File: src/rtl/fp_pkg.sv
// Shared constants, FSM state type and mantissa helpers for the
// floating-point alignment/add stage.
package fp_pkg;

  localparam int MANT_W    = 29;
  localparam int EXP_W     = 8;
  localparam int FRAC_W    = 23;
  localparam int CARRY     = 28;
  localparam int HIDDEN    = 27;
  localparam int STICKY    = 0;
  localparam int MAX_SHIFT = 28;
  localparam int CNT_W     = 5;

  typedef enum logic [1:0] {
    ST_IDLE  = 2'd0,
    ST_ALIGN = 2'd1,
    ST_ADD   = 2'd2,
    ST_DONE  = 2'd3
  } state_t;

  // Exponent differences beyond MAX_SHIFT collapse the small operand into
  // sticky anyway, so the alignment loop never runs longer than that.
  function automatic logic [CNT_W-1:0] clamp_shift(input logic [EXP_W-1:0] diff);
    logic [CNT_W-1:0] cnt;
    if (diff > 8'(MAX_SHIFT)) begin
      cnt = 5'(MAX_SHIFT);
    end else begin
      cnt = diff[CNT_W-1:0];
    end
    return cnt;
  endfunction

  // One-bit right shift that ORs the two lowest bits into the sticky slot.
  function automatic logic [MANT_W-1:0] sticky_shr(input logic [MANT_W-1:0] m);
    return {1'b0, m[MANT_W-1:2], m[1] | m[STICKY]};
  endfunction

endpackage

File: src/rtl/fp_align_add_if.sv
// Operand/result handshake bundle between the producer and the align/add stage.
interface fp_align_add_if;
  import fp_pkg::*;

  logic                in_valid;
  logic                in_ready;
  logic [31:0]         a;
  logic [31:0]         b;
  logic                out_valid;
  logic                out_ready;
  logic [MANT_W-1:0]   mant_out;
  logic [EXP_W-1:0]    exp_out;
  logic                sign_out;

  modport master (
    output in_valid, a, b, out_ready,
    input  in_ready, out_valid, mant_out, exp_out, sign_out
  );

  modport slave (
    input  in_valid, a, b, out_ready,
    output in_ready, out_valid, mant_out, exp_out, sign_out
  );

endinterface

File: src/rtl/fp_unpack.sv
// Splits an IEEE-754 single into sign, exponent and the 29-bit extended
// mantissa; zero exponents flush to a zero hidden bit.
module fp_unpack
  import fp_pkg::*;
(
  input  logic [31:0]       value,
  output logic              sign,
  output logic [EXP_W-1:0]  exp,
  output logic [MANT_W-1:0] mant
);

  logic hidden_s;

  assign sign     = value[31];
  assign exp      = value[30:FRAC_W];
  assign hidden_s = |value[30:FRAC_W];
  assign mant     = {1'b0, hidden_s, value[FRAC_W-1:0], 4'b0000};

endmodule

File: src/rtl/fp_align_add.sv
// Aligns the smaller operand one bit per cycle (with sticky) and produces the
// unnormalized sum/difference for the downstream normalize stage.
module fp_align_add
  import fp_pkg::*;
(
  input  logic         clk,
  input  logic         rst_n,
  fp_align_add_if.slave bus
);

  state_t state_r, next_state_s;

  logic              sign_a_s, sign_b_s;
  logic [EXP_W-1:0]  exp_a_s, exp_b_s;
  logic [MANT_W-1:0] mant_a_s, mant_b_s;

  logic              a_larger_s;
  logic [EXP_W-1:0]  exp_diff_s;
  logic [CNT_W-1:0]  shift_s;
  logic              in_ready_s;
  logic              accept_s;
  logic [MANT_W-1:0] result_s;

  logic [MANT_W-1:0] large_r, small_r;
  logic [EXP_W-1:0]  exp_r;
  logic              sign_r;
  logic              eff_sub_r;
  logic [CNT_W-1:0]  count_r;

  logic [MANT_W-1:0] mant_out_r;
  logic [EXP_W-1:0]  exp_out_r;
  logic              sign_out_r;
  logic              out_valid_r;

  fp_unpack u_unpack_a (.value(bus.a), .sign(sign_a_s), .exp(exp_a_s), .mant(mant_a_s));
  fp_unpack u_unpack_b (.value(bus.b), .sign(sign_b_s), .exp(exp_b_s), .mant(mant_b_s));

  // A full tie (same exponent and mantissa) keeps a as the larger operand.
  assign a_larger_s = (exp_a_s > exp_b_s) ||
                      ((exp_a_s == exp_b_s) && (mant_a_s >= mant_b_s));
  assign exp_diff_s = a_larger_s ? (exp_a_s - exp_b_s) : (exp_b_s - exp_a_s);
  assign shift_s    = clamp_shift(exp_diff_s);
  assign accept_s   = bus.in_valid && in_ready_s;
  assign result_s   = eff_sub_r ? (large_r - small_r) : (large_r + small_r);

  assign bus.in_ready  = in_ready_s;
  assign bus.out_valid = out_valid_r;
  assign bus.mant_out  = mant_out_r;
  assign bus.exp_out   = exp_out_r;
  assign bus.sign_out  = sign_out_r;

  // State register.
  always_ff @(posedge clk or negedge rst_n) begin
    if (!rst_n) begin
      state_r <= ST_IDLE;
    end else begin
      state_r <= next_state_s;
    end
  end

  // Next-state logic.
  always_comb begin
    next_state_s = state_r;
    case (state_r)
      ST_IDLE: begin
        if (accept_s) begin
          next_state_s = (shift_s != {CNT_W{1'b0}}) ? ST_ALIGN : ST_ADD;
        end else begin
          next_state_s = ST_IDLE;
        end
      end
      ST_ALIGN: begin
        if (count_r <= 5'd1) begin
          next_state_s = ST_ADD;
        end else begin
          next_state_s = ST_ALIGN;
        end
      end
      ST_ADD: begin
        next_state_s = ST_DONE;
      end
      ST_DONE: begin
        if (out_valid_r && bus.out_ready) begin
          next_state_s = ST_IDLE;
        end else begin
          next_state_s = ST_DONE;
        end
      end
      default: begin
        next_state_s = ST_IDLE;
      end
    endcase
  end

  // FSM output decode.
  always_comb begin
    in_ready_s = 1'b0;
    case (state_r)
      ST_IDLE:  in_ready_s = 1'b1;
      ST_ALIGN: in_ready_s = 1'b0;
      ST_ADD:   in_ready_s = 1'b0;
      ST_DONE:  in_ready_s = 1'b0;
      default:  in_ready_s = 1'b0;
    endcase
  end

  // Operand capture, alignment shifting and the add/subtract result registers.
  always_ff @(posedge clk or negedge rst_n) begin
    if (!rst_n) begin
      large_r     <= {MANT_W{1'b0}};
      small_r     <= {MANT_W{1'b0}};
      exp_r       <= {EXP_W{1'b0}};
      sign_r      <= 1'b0;
      eff_sub_r   <= 1'b0;
      count_r     <= {CNT_W{1'b0}};
      mant_out_r  <= {MANT_W{1'b0}};
      exp_out_r   <= {EXP_W{1'b0}};
      sign_out_r  <= 1'b0;
      out_valid_r <= 1'b0;
    end else begin
      case (state_r)
        ST_IDLE: begin
          if (accept_s) begin
            large_r   <= a_larger_s ? mant_a_s : mant_b_s;
            small_r   <= a_larger_s ? mant_b_s : mant_a_s;
            exp_r     <= a_larger_s ? exp_a_s  : exp_b_s;
            sign_r    <= a_larger_s ? sign_a_s : sign_b_s;
            eff_sub_r <= sign_a_s ^ sign_b_s;
            count_r   <= shift_s;
          end
        end
        ST_ALIGN: begin
          small_r <= sticky_shr(small_r);
          count_r <= count_r - 5'd1;
        end
        ST_ADD: begin
          mant_out_r  <= result_s;
          exp_out_r   <= exp_r;
          // Exact cancellation always yields +0.
          sign_out_r  <= (eff_sub_r && (result_s == {MANT_W{1'b0}})) ? 1'b0 : sign_r;
          out_valid_r <= 1'b1;
        end
        ST_DONE: begin
          if (bus.out_ready) begin
            out_valid_r <= 1'b0;
          end
        end
        default: begin
          out_valid_r <= 1'b0;
        end
      endcase
    end
  end

endmodule

File: src/flat_wrapper.sv
// flat-port wrapper written by rule: the top's interface ports become plain ports
module fp_align_add_flat import fp_pkg::*;
  (clk, rst_n, bus_in_valid, bus_a, bus_b, bus_out_ready, bus_in_ready, bus_out_valid, bus_mant_out, bus_exp_out, bus_sign_out);
  fp_align_add_if bus_i ();
  input  logic clk;
  input  logic rst_n;
  input wire logic [$bits(bus_i.in_valid)-1:0] bus_in_valid;
  input wire logic [$bits(bus_i.a)-1:0] bus_a;
  input wire logic [$bits(bus_i.b)-1:0] bus_b;
  input wire logic [$bits(bus_i.out_ready)-1:0] bus_out_ready;
  output wire logic [$bits(bus_i.in_ready)-1:0] bus_in_ready;
  output wire logic [$bits(bus_i.out_valid)-1:0] bus_out_valid;
  output wire logic [$bits(bus_i.mant_out)-1:0] bus_mant_out;
  output wire logic [$bits(bus_i.exp_out)-1:0] bus_exp_out;
  output wire logic [$bits(bus_i.sign_out)-1:0] bus_sign_out;
  assign bus_i.in_valid = bus_in_valid;
  assign bus_i.a = bus_a;
  assign bus_i.b = bus_b;
  assign bus_i.out_ready = bus_out_ready;
  assign bus_in_ready = bus_i.in_ready;
  assign bus_out_valid = bus_i.out_valid;
  assign bus_mant_out = bus_i.mant_out;
  assign bus_exp_out = bus_i.exp_out;
  assign bus_sign_out = bus_i.sign_out;
  fp_align_add u_core (.clk(clk), .rst_n(rst_n), .bus(bus_i));
endmodule
File: config.mk
export PLATFORM = sky130hd
export DESIGN_NAME = fp_align_add_flat
export DESIGN_NICKNAME = d
export VERILOG_FILES = /design/src/rtl/fp_pkg.sv /design/src/rtl/fp_align_add_if.sv /design/src/rtl/fp_unpack.sv /design/src/rtl/fp_align_add.sv /design/src/flat_wrapper.sv
export SDC_FILE = /design/constraint.sdc
export NUM_CORES = 1
export LEC_CHECK = 0
export BUFFER_PORTS_ARGS = -buffer_cell sky130_fd_sc_hd__buf_4
export CAP_MARGIN = 20
export CELL_PAD_IN_SITES_DETAIL_PLACEMENT = 1
export CELL_PAD_IN_SITES_GLOBAL_PLACEMENT = 1
export CORE_UTILIZATION = 30
export DETAILED_ROUTE_END_ITERATION = 7
export PLACE_DENSITY_LB_ADDON = 0.1
export RECOVER_POWER = 100
export SKIP_LAST_GASP = 1
export SLEW_MARGIN = 20
export SYNTH_ARGS = -nofsm -noshare
export SYNTH_HDL_FRONTEND = slang
export SYNTH_HIERARCHICAL = 1
export SYNTH_SLANG_ARGS = --single-unit
export TNS_END_PERCENT = 50
File: constraint.sdc
create_clock -name clk -period 3.9 [get_ports clk]
set_input_delay 0.78 -clock clk [delete_from_list [all_inputs] [get_ports clk]]
set_output_delay 0.78 -clock clk [all_outputs]
set_load 0.01 [all_outputs]
Yosys cells after proc, flatten, opt, wreduce, memory -nomap -nowiden
Cells that the tools add are included.
- bits in registers: 114
- memories kept: 0
- word-level logic and storage cells: 64
- memory bits (read-only): 0
- bits in latches: 0
- bits in writable memories: 0
- magnitude comparators: 4
- bitwise logic cells: 2
- equality and inequality tests: 6
- shift operators: 0
- muxes and demuxes: 20
- divide/modulo/power cells: 0
- reduce and logical (&&, ||, !) cells: 16
- $add $sub $neg: 5
- multiply operators: 0
- operators with widths (kind ; count):
    $mux 29 ; 2
    $pmux 29 s2 ; 1
    $mux 28 ; 2
    $add 29x29->29 ; 1
    $logic_not 29->1 ; 1
    $sub 29x29->29 ; 1
    $ge 28x28->1 ; 1
    $mux 8 ; 2
    $reduce_or 8->1 ; 2
    $sub 8x8->8 ; 2
    $mux 5 ; 2
    $pmux 5 s2 ; 1
    $eq 8x8->1 ; 1
    $gt 8x5->1 const B ; 1
    $gt 8x8->1 ; 1
    $mux 2 ; 4
    $pmux 2 s4 ; 1
    $reduce_and 2->1 ; 3
    $le 5x1->1 const B ; 1
    $reduce_bool 5->1 ; 1
    $sub 5x1->5 const B ; 1
    $eq 2x2->1 const B ; 2
    $logic_and 1x1->1 ; 4
    $pmux 1 s2 ; 2
    other kinds (10) ; 13

Depth between registers and ports, before layout
- word-level depth: 11
- gate-level depth with buffers: 21
- mapped depth without buffers: 19

Cells and area by module
Netlist, hierarchy kept.
- modules (own cells, without submodules) (module ; cells each ; sequential area each (µm²) ; instances ; area each (µm²)):
    fp_align_add ; 1102 ; 2852.7 ; 1 ; 9110.0
    fp_unpack ; 42 ; 0.0 ; 2 ; 305.3

Worst setup path before layout
No wires, ideal clock.
- path type: reg2reg
- start: register u_core.small_r[2]
- end: register u_core.sign_out_r (netlist: u_core/bus.sign_out)
- data required time: 3.777 ns
- setup time: 0.123 ns
- buffers on the path: 2
- clock period less this slack: 4.047 ns
- stages on the path, launching flop included: 22
- slack: -0.147 ns
- arrival time: 3.924 ns
- cells stage by stage: dfrtp_1 > clkbuf_1 > nor3_1 > nand2b_1 > nor3_1 > nor4b_1 > and3b_1 > nand2_1 > nor2_1 > a21oi_1 > xnor2_1 > ha_1 > clkbuf_1 > a21o_1 > a211o_1 > nand3_1 > o21ai_0 > o21ba_2 > and4b_1 > nor3_1 > nor4b_2 > nor2_1
- longest elaborated chain between the ends: 5
- elaborated cells on any way between the ends: 6
- classes of those cells: add/sub: 2; mux: 2; reduce/logical: 2
- RTL lines (element ; RTL line ; text):
    start: declaration ; fp_align_add.sv:24 ; logic [MANT_W-1:0] large_r, small_r;
    start signal: assignment ; fp_align_add.sv:111 ; small_r <= {MANT_W{1'b0}};
    start signal: assignment ; fp_align_add.sv:125 ; small_r <= a_larger_s ? mant_b_s : mant_a_s;
    start signal: assignment ; fp_align_add.sv:133 ; small_r <= sticky_shr(small_r);
    $add 29x29->29 / $sub 29x29->29 (equally long branches) ; fp_align_add.sv:44 ; assign result_s = eff_sub_r ? (large_r - small_r) : (large_r + small_r);
    $mux 29 (*) ; fp_align_add.sv:44 ;
    $logic_not 29->1 (*) ; fp_align_add.sv:140 ; sign_out_r <= (eff_sub_r && (result_s == {MANT_W{1'b0}})) ? 1'b0 : sign_r;
    $logic_and 1x1->1 (*) ; fp_align_add.sv:140 ;
    $mux 1 (*) ; fp_align_add.sv:140 ;
    end signal: assignment ; fp_align_add.sv:140 ;
    end: declaration ; fp_align_add.sv:32 ; logic sign_out_r;
Every way passes the cells marked *; elsewhere a longest branch is shown, timed or not.
A chain may end at the register's enable or synchronous reset.

Worst setup path in the final report
- start: register u_core.small_r[4]
- end: register u_core.sign_out_r (netlist: u_core/bus.sign_out)
The elaborated chain is that of the path after synthesis.

==> impl_metrics.toml <==
[floorplanning]
num_rows = 65
dieHeight_um = 182
die_area_um2 = 33100
ioPinCount = 108
start_util = 0.306
core_um2 = 31700
die_x_um = 182

[setup_path]
path_common_cell = "buf_4"
slowest_stage = "a2111oi_2"
crit_type = "flip-flop to flip-flop"
end_kind = "flip-flop"
start_kind = "flip-flop"
crit_chain = "buf_4, nor4_1, buf_4, a21oi_1, xnor2_1, ha_1, buf_4, a21oi_1, nand2_1, a21boi_1, a2111oi_2, o311ai_0, nor4_1, nand4_1, nor4b_2, nor2_1"
cp_data_required_time_ns = 4.21
critPathArrivalTime_ns = 4.20
cp_max_fo = 7
critPathMaxStageDelay_ns = 0.47

[clock_tree]
root_buffer = "clkbuf_16"
cts_tree = "yes"
insertion_delay_ns = 0.42
clock_path_buffers = 2
hold_buffers = 0
clk_transition_reported_paths_ns = 0.06
cts_buffers = 17
cts_sinks = 114
cts_max_level = 4

[outcome]
violations = "max-capacitance violations, max-slew violations"
outcome = "finished with violations"

[power_and_ir_drop]
p_leak_nw = 5.56
p_clk_frac = 0.118
powerDensity_nw_per_um2 = 1110
internal-power_mw = 7.01
swShare = 0.461
p_seq_frac = 0.168
irDropWorstVdd_uv = 331
combPwrFrac = 0.714
p_sw_mw = 6.01

[routing]
viasPerCell = 5.01
drt_iter0_drc = 402
drtPass1Iterations = 4
detail-route-antenna-nets = 0
drt-total-wl_mm = 29.8
vias = 8696
wl_per_cell_um = 17.2
drcViolationCount = 0

[global_route]
grtUsageMet3 = 0.0233
grt_usage = 0.186
grt_pass1_wl_mm = 48.6
grt_antenna_before_repair = 0
use_met1 = 0.266
grt_busiest_layer = "met2"
grt_pass1_vias = 8964
grt_overflow = 0
use_met2 = 0.293
grt_max_degree = 111

[timing]
maxSlewHeadroom = -0.213
period_share = 0.997
max_freq_mhz = 257
hold_viol_final = 0
setup_violations = 0
slew_violations = 143
setup_slack_ns = 0.00985
worstMarginPinSlew_ns = 1.81
clock_skew_ns = 0.00874
grt_setup_unrepaired = "yes"
finalCriticalPeriod_ns = 3.89

[synth]
ys_warn_count = 6
syn_area_per_cell_um2 = 8.20
synth-seq-cells = 114
seq_area_frac_synth = 0.293
synth_common_cells = "nand2_1 (115), dfrtp_1 (114), a21oi_1 (103)"
synth_top_area_share = 0.293
synth_edf_count = 0
syn_area_um2 = 9720
synthCells = 1186
synth_most_common_cell = "nand2_1"
synth_ff_type = "dfrtp_1"
synthArstFlopShare = 1.00
synthDistinctLibCells = 79
yosysTopAreaCell = "dfrtp_1"
synth.area.top_cells = "dfrtp_1 (29%), ha_1 (9.7%), buf_4 (6.2%), a21oi_1 (5.3%), nand2_1 (4.4%)"

[layout]
drive_above_1_share = 0.213
fin_area_um2 = 11800
insertedDiodeCount = 0
final_util = 0.371
instances_no_fill = 1736
fill_cells = 3866
syn2layout_area_growth_pct = 21.0
layout.nets = 1467

[placement]
gp_congestion = 0.812
dp_hpwl_mm = 23.9
place_inst = 1700
dpl_cell_area_um2 = 11300
numPortBuffers = 107
dp_slack_ns = -0.240

[min_path]
hp-class = "flip-flop to flip-flop"

[job]
max_cap_violations = 2
==> critical path, delay by kind of cell (launching register included) <==
family                   cells  cell delay, ns
AND/OR/NAND/NOR              6            1.18
XOR/XNOR                     1            0.25
flip-flops                   1            0.39
buffers and inverters        3            0.50
adder cells (fa/ha/maj)      1            0.31
AO/OA/AOI/OAI                5            1.15
==> cell families (layout without fill, tap and decap cells) <==
logic type | count (synthesis) | after routing | synth area share
simple gates | 337 | 337 | 0.168
fa+ha+maj | 78 | 78 | 0.103
flops | 114 | 114 | 0.293
xor+xnor | 49 | 49 | 0.0449
other cells | 2 | 10 | 0.000773
buf+inv | 199 | 339 | 0.109
mux | 54 | 54 | 0.0575
compound gates | 353 | 353 | 0.224
==> cell type report <==
cell class              count  area (um2)  share of cell area
clock inverters            14         130              0.0111
inverters                  64         240              0.0204
repair buffers            243        1670               0.142
flip-flops and latches    114        2850               0.242
well taps                 402         503              0.0428
multi-input cells         881        5930               0.504
clock buffers              18         439              0.0373
==> path summary, 6_finish.rpt <==
check / slack, ns / from / cells after the start / endpoint
worst max-delay path: 0.01 / u_core/small_r[4] / 16 / u_core/bus.sign_out
worst min-delay path: 0.47 / u_core/exp_r[3] / 2 / u_core/exp_r[3]
worst max register to register: 0.01 / u_core/small_r[4] / 16 / u_core/bus.sign_out
worst min register to register: 0.47 / u_core/exp_r[3] / 2 / u_core/exp_r[3]
max in group asynchronous: 1.05 / rst_n / 2 / u_core/large_r[22]
min in group asynchronous: 0.77 / rst_n / 1 / u_core/bus.mant_out[4]
==> per-layer routing <==
| layer | vias up | wire length, um |
|---|---|---|
| met3 | 21 | 832 |
| met4 | 0 | 347 |
| met1 | 4145 | 15400 |
| li1 | 4421 | - |
| met2 | 109 | 13200 |
| met5 | - | 0 |
==> flip-flops by register name, summed over array words and instances, names as in the netlist <==
name	count
u_core/bus.exp_out	8
u_core/bus.out_valid	1
u_core/large_r	29
u_core/sign_r	1
u_core/exp_r	8
u_core/eff_sub_r	1
u_core/small_r	29
u_core/bus.sign_out	1
u_core/bus.mant_out	29
u_core/state_r	2
u_core/count_r	5
==> repair_timing <==
item                       CTS  global route
pin swaps                   11             2
gates resized for setup     12             1
setup endpoints to repair    2             5
buffers inserted             3             1
==> metrics by stage <==
stage	setup TNS [ns]	total power [mW]	hold slack, ns
after CTS	-0.00810	13.3	0.294
final	0	13.0	0.472
after global routing	-3.98	14.2	0.492
after detailed placement	-0.431	11.5	0.466
after floorplan	0	7.43	0.446
after global placement	-0.248	11.4	0.461
==> power by group through the flow <==
stage | logic [mW] | clock network [mW] | registers, mW
floorplan | 5.27 | 0 | 2.16
global placement | 9.16 | 0 | 2.20
detailed placement | 9.26 | 0 | 2.22
CTS | 9.50 | 1.59 | 2.20
global route | 10.3 | 1.64 | 2.27
finish | 9.29 | 1.54 | 2.19
==> placed cells by master, fill, tap and decap left out, types with 7 or more instances in the layout <==
cell	n
nor2_1	82
nand4_1	9
a21o_1	15
nand3_1	21
mux2i_1	39
conb_1	10
mux2_2	14
o21ai_0	93
a31oi_1	7
nand2b_1	11
clkbuf_1	43
o21ai_1	19
inv_1	64
nand2_1	114
a211oi_1	12
a21oi_1	101
xnor2_1	38
a22oi_1	30
o21a_1	11
o31ai_1	8
clkbuf_16	17
xor2_1	10
dfrtp_1	114
nor2b_1	11
nor3_1	17
nor4_1	15
ha_1	75
buf_4	197
No activity file was read; power rests on OpenSTA's default activity.
